`src/rtl/ro_entropy_pkg.sv`:
```
// Shared types and defaults for the ring-oscillator entropy source.
package ro_entropy_pkg;

    localparam int unsigned DEF_NUM_RO      = 4;
    localparam int unsigned DEF_BASE_STAGES = 13;
    localparam int unsigned DEF_WORD_WIDTH  = 16;
    localparam int unsigned DEF_SAMPLE_DIV  = 8;
    localparam int unsigned DEF_REP_LIMIT   = 32;

    typedef enum logic [1:0] {
        IDLE,
        COLLECT,
        STALL,
        FAIL
    } state_t;

    // Oscillator k gets a distinct odd length so the loops never lock to each other.
    function automatic int unsigned ro_stages(input int unsigned base, input int unsigned k);
        return base + 2 * k;
    endfunction

endpackage

```
`src/rtl/ring_oscillator.sv`:
```
// Cycle-level stand-in for a free-running ring oscillator: an odd loop of
// inverting stages, held at zero while disabled.
module ring_oscillator #(
    parameter int unsigned STAGES = 13
) (
    input  logic clk,
    input  logic reset,
    input  logic enable,
    output logic osc
);

    logic [STAGES-1:0] stage;

    always_ff @(posedge clk) begin
        if (reset || !enable) begin
            stage <= '0;
        end else begin
            stage <= ~{stage[STAGES-2:0], stage[STAGES-1]};
        end
    end

    assign osc = stage[STAGES-1];

endmodule

```
`src/rtl/ro_entropy_source_von_neumann_debiaser.sv`:
```
// Von Neumann debiaser: pairs successive strobed samples, emits 1 for 10,
// 0 for 01, nothing for 00/11.
module von_neumann_debiaser (
    input  logic clk,
    input  logic reset,
    input  logic strobe,
    input  logic raw,
    input  logic clear,
    output logic bit_valid,
    output logic bit_data
);

    logic second;
    logic first_bit;

    always_ff @(posedge clk) begin
        if (reset || clear) begin
            second    <= 1'b0;
            first_bit <= 1'b0;
        end else if (strobe) begin
            second <= ~second;
            if (!second) begin
                first_bit <= raw;
            end
        end
    end

    // Output is combinational on the second strobe so the packer takes it on the same edge.
    assign bit_valid = strobe && second && (raw != first_bit);
    assign bit_data  = first_bit;

endmodule

```
`src/rtl/ro_entropy_source.sv`:
```
// Ring-oscillator TRNG: XOR-combined oscillators, synchronised, decimated,
// debiased, packed into words behind a valid/ready port with a health test.
module ro_entropy_source
    import ro_entropy_pkg::*;
#(
    parameter int unsigned NUM_RO      = DEF_NUM_RO,
    parameter int unsigned BASE_STAGES = DEF_BASE_STAGES,
    parameter int unsigned WORD_WIDTH  = DEF_WORD_WIDTH,
    parameter int unsigned SAMPLE_DIV  = DEF_SAMPLE_DIV,
    parameter int unsigned REP_LIMIT   = DEF_REP_LIMIT
) (
    input  logic                  CLOCK_50,
    input  logic                  reset,
    input  logic                  enable,
    input  logic                  test_mode,
    input  logic                  test_bit,
    output logic                  word_valid,
    input  logic                  word_ready,
    output logic [WORD_WIDTH-1:0] word_data,
    output logic                  health_fail
);

    localparam int unsigned CNT_W = (SAMPLE_DIV > 1) ? $clog2(SAMPLE_DIV) : 1;
    localparam int unsigned BIT_W = $clog2(WORD_WIDTH + 1);
    localparam int unsigned REP_W = $clog2(REP_LIMIT + 1);

    logic [NUM_RO-1:0]     osc;
    logic                  src;
    logic [1:0]            sync;
    logic                  raw_sync;
    logic [CNT_W-1:0]      sample_cnt;
    logic                  strobe;
    logic [REP_W-1:0]      rep_cnt;
    logic                  prev_raw;
    logic [WORD_WIDTH-1:0] acc;
    logic [BIT_W-1:0]      bit_cnt;
    logic                  acc_full;
    logic                  handshake;
    logic                  out_free;
    logic                  bit_valid;
    logic                  bit_data;
    state_t                state;

    for (genvar k = 0; k < NUM_RO; k++) begin : g_ro
        ring_oscillator #(
            .STAGES(ro_stages(BASE_STAGES, k))
        ) u_ro (
            .clk   (CLOCK_50),
            .reset (reset),
            .enable(enable),
            .osc   (osc[k])
        );
    end

    assign src = test_mode ? test_bit : ^osc;

    // Synchroniser is a pure delay line of src; it is deliberately not reset.
    always_ff @(posedge CLOCK_50) begin
        sync <= {sync[0], src};
    end
    assign raw_sync = sync[1];

    assign strobe    = enable && (sample_cnt == CNT_W'(SAMPLE_DIV - 1));
    assign acc_full  = (bit_cnt == BIT_W'(WORD_WIDTH));
    assign handshake = word_valid && word_ready;
    assign out_free  = !word_valid || handshake;

    von_neumann_debiaser u_debias (
        .clk      (CLOCK_50),
        .reset    (reset),
        .strobe   (strobe),
        .raw      (raw_sync),
        .clear    (!enable),
        .bit_valid(bit_valid),
        .bit_data (bit_data)
    );

    always_ff @(posedge CLOCK_50) begin
        if (reset) begin
            state       <= IDLE;
            word_valid  <= 1'b0;
            word_data   <= '0;
            health_fail <= 1'b0;
            sample_cnt  <= '0;
            rep_cnt     <= '0;
            prev_raw    <= 1'b0;
            acc         <= '0;
            bit_cnt     <= '0;
        end else begin
            case (state)
                FAIL: begin
                    word_valid <= 1'b0;
                end
                default: begin
                    if (rep_cnt == REP_W'(REP_LIMIT)) begin
                        health_fail <= 1'b1;
                        word_valid  <= 1'b0;
                        state       <= FAIL;
                    end else if (!enable) begin
                        sample_cnt <= '0;
                        rep_cnt    <= '0;
                        prev_raw   <= 1'b0;
                        acc        <= '0;
                        bit_cnt    <= '0;
                        if (handshake) begin
                            word_valid <= 1'b0;
                        end
                        state <= IDLE;
                    end else begin
                        if (strobe) begin
                            sample_cnt <= '0;
                            prev_raw   <= raw_sync;
                            // rep_cnt==0 means no previous sample yet
                            if (rep_cnt != '0 && raw_sync == prev_raw) begin
                                rep_cnt <= rep_cnt + REP_W'(1);
                            end else begin
                                rep_cnt <= REP_W'(1);
                            end
                        end else begin
                            sample_cnt <= sample_cnt + CNT_W'(1);
                        end

                        if (acc_full) begin
                            if (out_free) begin
                                word_data  <= acc;
                                word_valid <= 1'b1;
                                bit_cnt    <= '0;
                                state      <= COLLECT;
                            end else begin
                                state <= STALL;
                            end
                        end else begin
                            if (bit_valid) begin
                                acc     <= {acc[WORD_WIDTH-2:0], bit_data};
                                bit_cnt <= bit_cnt + BIT_W'(1);
                            end
                            if (handshake) begin
                                word_valid <= 1'b0;
                            end
                            state <= COLLECT;
                        end
                    end
                end
            endcase
        end
    end

endmodule

```
`config.mk`:
```
export PLATFORM = sky130hd
export DESIGN_NAME = ro_entropy_source
export DESIGN_NICKNAME = d
export VERILOG_FILES = /design/src/rtl/ro_entropy_pkg.sv /design/src/rtl/ring_oscillator.sv /design/src/rtl/ro_entropy_source_von_neumann_debiaser.sv /design/src/rtl/ro_entropy_source.sv
export SDC_FILE = /design/constraint.sdc
export NUM_CORES = 1
export LEC_CHECK = 0
export ABC_AREA = 0
export CAP_MARGIN = 20
export CORE_MARGIN = 1.5
export CORE_UTILIZATION = 60
export CTS_CLUSTER_SIZE = 28
export DETAILED_ROUTE_END_ITERATION = 7
export DONT_BUFFER_PORTS = 1
export PLACE_DENSITY = 0.76
export SLEW_MARGIN = 20
export SYNTH_ARGS = -nofsm -noshare
export SYNTH_HDL_FRONTEND = slang
export SYNTH_SLANG_ARGS = --single-unit
```
`constraint.sdc`:
```
create_clock -name CLOCK_50 -period 2.15 [get_ports CLOCK_50]
set_input_delay 0.43 -clock CLOCK_50 [delete_from_list [all_inputs] [get_ports CLOCK_50]]
set_output_delay 0.43 -clock CLOCK_50 [all_outputs]
set_load 0.05 [all_outputs]
```
; Word-level counts from Yosys, hierarchy flattened
; Cells that the tools add are included.
[classes]
reduce_logical = 19
bitwise_logic = 7
n_mux = 23
add_sub_neg = 3
n_eq_ne = 11
[op_table]
columns = operator, count
row1 = $mux 16, 3
row2 = $mux 5, 4
row3 = $not 19->19, 1
row4 = $mux 6, 3
row5 = $not 17->17, 1
row6 = $not 15->15, 1
row7 = $not 13->13, 1
row8 = $mux 2, 4
row9 = $reduce_and 4->1, 2
row10 = $mux 1, 7
row11 = $add 6x1->6 const B, 1
row12 = $eq 6x6->1 const B, 1
row13 = $mux 3, 2
row14 = $reduce_and 2->1, 3
row15 = $reduce_bool 6->1, 1
row16 = $add 5x1->5 const B, 1
row17 = $eq 5x5->1 const B, 1
row18 = $logic_and 1x1->1, 5
row19 = $reduce_and 5->1, 1
row20 = $ne 2x1->1 const B, 2
row21 = $reduce_xor 4->1, 1
row22 = $add 3x1->3 const B, 1
row23 = $eq 3x3->1 const B, 1
row24 = $ne 3x1->1 const B, 1
row25 = 10 further kinds, 14
[totals]
elab_cells = 79
reg_bits = 119

; Logic depth before layout (Yosys ltp)
[depth]
word_depth = 7
ltp_mapped = 9
depth_no_buf = 6

; Cells and area by module
; From an unflattened synthesis, not the netlist that was laid out.
[unflattened]
cells_unflattened = 422
hier_area_um2 = 4614.4
[by_module_without_submodules]
columns = mod, seq_area_each_um2, cells_per_inst, instances, area_each_um2
row1 = ro_entropy_source, 1061.0, 275, 1, 2392.3
row2 = ring_oscillator (g_ro[3].u_ro), 380.4, 41, 1, 630.6
row3 = ring_oscillator (g_ro[2].u_ro), 340.3, 37, 1, 579.3
row4 = ring_oscillator (g_ro[1].u_ro), 300.3, 32, 1, 481.7
row5 = ring_oscillator (g_ro[0].u_ro), 260.2, 28, 1, 426.7
row6 = von_neumann_debiaser, 40.0, 9, 1, 103.8

; Least setup slack after synthesis
; No wires, ideal clock.
[synth_path]
kind = reg2reg
from = register bit_cnt[0]
to = register acc[10]
t_arrival_ps = 1703
stages_incl_launch_ff = 9
path_slack_ps = 330
path_cell_list = dfxtp_1 > inv_1 > ha_1 > nor4bb_1 > buf_4 > o31ai_2 > a21oi_4 > buf_4 > a22o_1
[synth_via]
elab_chain_cells = 3
[synth_lines]
columns = item, line
row1 = "start, declared", ro_entropy_source.sv:36  ; logic [BIT_W-1:0] bit_cnt;
row2 = "start signal, assigned", ro_entropy_source.sv:135  ; bit_cnt <= bit_cnt + BIT_W'(1);
row3 = $eq 5x5->1, ro_entropy_source.sv:64  ; assign acc_full = (bit_cnt == BIT_W'(WORD_WIDTH));
row4 = $ne 2x2->1 (no line), -
row5 = $reduce_and 4->1 (no line), -
row6 = "end signal, assigned", ro_entropy_source.sv:134  ; acc <= {acc[WORD_WIDTH-2:0], bit_data};
row7 = "end, declared", ro_entropy_source.sv:35  ; logic [WORD_WIDTH-1:0] acc;
; Every way passes these cells.
; A chain may end at the register's enable or synchronous reset.

; Worst setup path after layout
[layout_path]
from = register sample_cnt[0]
to = register acc[6]
[layout_via]
elab_chain_cells = 6
[layout_lines]
columns = item, line
row1 = "start, declared", ro_entropy_source.sv:31  ; logic [CNT_W-1:0] sample_cnt;
row2 = "start signal, assigned", ro_entropy_source.sv:120  ; sample_cnt <= sample_cnt + CNT_W'(1);
row3 = $eq 3x3->1, ro_entropy_source.sv:63  ; assign strobe = enable && (sample_cnt == CNT_W'(SAMPLE_DIV - 1));
row4 = $logic_and 1x1->1, ro_entropy_source.sv:63
row5 = $logic_and 1x1->1 (2 in series), ro_entropy_source_von_neumann_debiaser.sv:29  ; assign bit_valid = strobe && second && (raw != first_bit);
row6 = $ne 2x1->1 (no line), -
row7 = $reduce_and 4->1 (no line), -
; Every way passes these cells.

==> results.sh <==
export IMPL_run_status="completed"
export IMPL_cts_htree_levels=4
export IMPL_row_count=29
export IMPL_fin_worst_skew_ps=6.71
export IMPL_aggregate_negative_setup_slack_ps=0
export IMPL_start_kind="flop"
export IMPL_cts_sinks=119
export IMPL_initial_antenna_violation_count=0
export IMPL_hold_path_class="primary input to flop"
export IMPL_cts_tree="yes"
export IMPL_unique_cell_type_count_in_the_yosys_netlist=53
export IMPL_floorplan_io_pins=24
export IMPL_core_area_sq_um=6460
export IMPL_timing_setup_critical_path_class="flop to flop"
export IMPL_drtPass1Iterations=4
export IMPL_cts_root_to_sink_buffers=2
export IMPL_gr_total_overflow=0
export IMPL_yosys_area_top_type_share=0.586
export IMPL_cts_root_buf="sky130_fd_sc_hd__clkbuf_8"
export IMPL_nNetsFinal=411
export IMPL_cts_reportedPaths_clkPinSlew_ps=50
export IMPL_pwr_density_cell_nw_per_um2=1090
export IMPL_synthTopCellsByArea="sky130_fd_sc_hd__dfxtp_1 59%, sky130_fd_sc_hd__nor2_1 6.6%, sky130_fd_sc_hd__a22o_1 3.4%"
export IMPL_power_static_leakage_nw=1.84
export IMPL_final_period_utilization=0.892
export IMPL_initial_core_util=0.629
export IMPL_finalMaxSlewViolations=0
export IMPL_gr_max_usage_layer="met2"
export IMPL_area_growth_synth_to_final_pct=15.9
export IMPL_unrepaired_setup_endpoints_after_global_routing="false"
export IMPL_syn_cell_area_sq_um=4060
export IMPL_antennaDiodeCount=0
export IMPL_cp_common_cell="sky130_fd_sc_hd__ha_1"
export IMPL_tightestPinTransition_ps=591
export IMPL_number_of_global_route_vias_before_repair=2797
export IMPL_critical_path_arrival_ps=2310
export IMPL_max_cap_violations=0
export IMPL_final_hold_viol_count=0
export IMPL_most_common_cell_in_the_netlist="sky130_fd_sc_hd__dfxtp_1"
export IMPL_die_area_sq_um=7280
export IMPL_dominantRegCellSynth="sky130_fd_sc_hd__dfxtp_1"
export IMPL_required_ps=2550
export IMPL_ant_nets=0
export IMPL_critical_path_cell_chain="ha_1 -> ha_1 -> nand2_1 -> o31ai_2 -> a21oi_4 -> a22o_1"
export IMPL_critical_path_endpoint_type="flop"
export IMPL_die_w_microns=85.3
export IMPL_synth_edf_count=0
export IMPL_setup_viol_count_final=0
export IMPL_grt_max_degree=68
export IMPL_syn_nets=407
export IMPL_insertion_delay_ps=520
export IMPL_port_buffers=0
export IMPL_grt_first_pass_wirelength_microns=12900
export IMPL_synth_avg_cell_area_sq_um=10.3
export IMPL_post_route_util=0.730
export IMPL_synthesis_instances=395
export IMPL_drt_vias_per_instance=5.72
export IMPL_synth_top_cell_by_area="sky130_fd_sc_hd__dfxtp_1"
export IMPL_global_route_usage_met3=0.0963
export IMPL_synth_top_cells_by_count="119 x sky130_fd_sc_hd__dfxtp_1, 71 x sky130_fd_sc_hd__nor2_1, 25 x sky130_fd_sc_hd__nand3_1, 18 x sky130_fd_sc_hd__a21oi_1, 16 x sky130_fd_sc_hd__a22o_1"
export IMPL_finalInstanceArea_sq_um=4710
export IMPL_route_vias_total=2798
export IMPL_fin_crit_ps=1920
export IMPL_slowest_delay_ps=400
export IMPL_floorplan_die_height_microns=85.3
export IMPL_track_usage=0.232
export IMPL_maxSlewHeadroom=0.606
export IMPL_detailedPlacementHpwl_microns=4390
export IMPL_path_max_fanout=16
export IMPL_grtUsageMet1=0.270
export IMPL_seqCellArea_sq_um=2380
export IMPL_timing_final_ws_setup_ps=232
export IMPL_postSynthRegisterBits=119
export IMPL_post_route_drc_count=0
export IMPL_layout_drive_gt1_share=0.177
export IMPL_routed_wirelength_microns=7690
export IMPL_yosysWarnings=0
export IMPL_share_of_synthesized_area_occupied_by_flip_flops_and_latches=0.586
export IMPL_pre_cts_slack_ps=224
export IMPL_drt_wirelength_per_cell_microns=15.7
export IMPL_multi_input_comb_area_sq_um=1500
export IMPL_globalplace_congestion=0.868
export IMPL_dr_first_iter_drc_count=145
export IMPL_power_ir_vdd_worst_mv=0.929
export IMPL_cell_with_the_largest_stage_delay_on_the_worst_path="sky130_fd_sc_hd__o31ai_2"
export IMPL_grt_use_met2=0.375
export IMPL_fmax_mhz=521
export IMPL_cts_inserted_buffers=17
export IMPL_postPlaceCellArea_sq_um=4090
export IMPL_async_reset_ff_frac=0
export IMPL_fillers=436
==> critical path, delay by kind of cell (launching register included) <==
kind | cells | cell delay [ps]
compound gates | 3 | 820
fa+ha+maj | 2 | 450
flops | 1 | 350
simple gates | 1 | 170
==> final cells by class <==
type,count,share of cell area
Clock inverter,10,0.0255
Inverter,9,0.00717
Multi-Input combinational cell,240,0.318
Timing Repair Buffer,12,0.0250
Clock buffer,22,0.0982
Tap cell,77,0.0204
Sequential cell,119,0.506
==> routing by layer <==
metal | wire, microns | part of all wire | vias to the layer above
met3 | 445 | 0.058 | 14
met1 | 3330 | 0.43 | 1327
met2 | 3790 | 0.49 | 82
met5 | 0 | 0 | -
met4 | 125 | 0.016 | 0
li1 | - | - | 1375
==> through the flow <==
step	cells	total power, mW	hold slack (ps)
after detailed placement	455	2.45	312
final	489	5.14	26.6
after CTS	489	5.18	10.1
after global placement	455	2.44	312
after global routing	489	5.30	7.37
after floorplan	395	2.44	310
==> worst paths after layout <==
path,startpoint,slack (ps),to,cells past startpoint
worst min register to register,sync[0],320,sync[1],0
worst max-delay path,sample_cnt[0],230,acc[6],6
worst min-delay path,test_mode,30,sync[0],1
worst max register to register,sample_cnt[0],230,acc[6],6
==> cells by family (layout without fill, tap and decap cells) <==
kind of cell	Yosys count	in the layout	share of synthesized area
adder cells (fa/ha/maj)	6	6	0.0185
AND/OR/NAND/NOR	138	138	0.163
flip-flops	119	119	0.586
XOR/XNOR	7	7	0.0151
buffers and inverters	36	53	0.0483
AO/OA/AOI/OAI	88	88	0.166
multiplexers	1	1	0.00246
==> where the power goes <==
group,internal (mW),leakage (nW),total [mW],switching [mW]
Sequential,2.28,0.975,2.31,0.0264
Combinational,0.0403,0.587,0.110,0.0696
Clock,1.74,0.282,2.72,0.977
==> flip-flops by register name, indices dropped and copies added (netlist names) <==
name,count
g_ro.u_ro.stage,64
acc,16
word_data,16
rep_cnt,6
bit_cnt,5
sample_cnt,3
state,2
sync,2
health_fail,1
prev_raw,1
u_debias.bit_data,1
u_debias.second,1
word_valid,1
==> placed cells by master (no fill, tap or decap), types with 2 or more instances in the layout <==
cell type / n
sky130_fd_sc_hd__dfxtp_1: 119
sky130_fd_sc_hd__nor2_1: 71
sky130_fd_sc_hd__nand3_1: 25
sky130_fd_sc_hd__a21oi_1: 18
sky130_fd_sc_hd__a22o_1: 16
sky130_fd_sc_hd__clkbuf_16: 16
sky130_fd_sc_hd__nand2_1: 15
sky130_fd_sc_hd__o21ai_2: 10
sky130_fd_sc_hd__a21oi_2: 10
sky130_fd_sc_hd__inv_1: 9
sky130_fd_sc_hd__buf_4: 9
sky130_fd_sc_hd__xnor2_1: 7
sky130_fd_sc_hd__o21ai_0: 6
sky130_fd_sc_hd__ha_1: 6
sky130_fd_sc_hd__o21ai_1: 4
sky130_fd_sc_hd__clkbuf_8: 4
sky130_fd_sc_hd__nor2b_1: 3
sky130_fd_sc_hd__o211ai_1: 3
sky130_fd_sc_hd__o32ai_1: 3
sky130_fd_sc_hd__and3_1: 3
sky130_fd_sc_hd__clkinv_4: 3
sky130_fd_sc_hd__nor3_1: 2
sky130_fd_sc_hd__a31oi_1: 2
sky130_fd_sc_hd__nand2b_1: 2
sky130_fd_sc_hd__nand3b_1: 2
sky130_fd_sc_hd__nand4_1: 2
sky130_fd_sc_hd__nor4bb_1: 2
sky130_fd_sc_hd__a32oi_1: 2
sky130_fd_sc_hd__o31ai_1: 2
sky130_fd_sc_hd__clkinv_2: 2
sky130_fd_sc_hd__clkinvlp_4: 2
sky130_fd_sc_hd__bufinv_16: 2
sky130_fd_sc_hd__clkbuf_1: 2
sky130_fd_sc_hd__buf_12: 2
==> what timing repair did <==
action,4_1_cts,5_1_grt
endpoints found under the setup margin,0,6
hold endpoints to repair,27,0
setup buffers,0,0
resized for setup,0,1
hold buffers,2,0
Power figures use the tool's default switching activity.
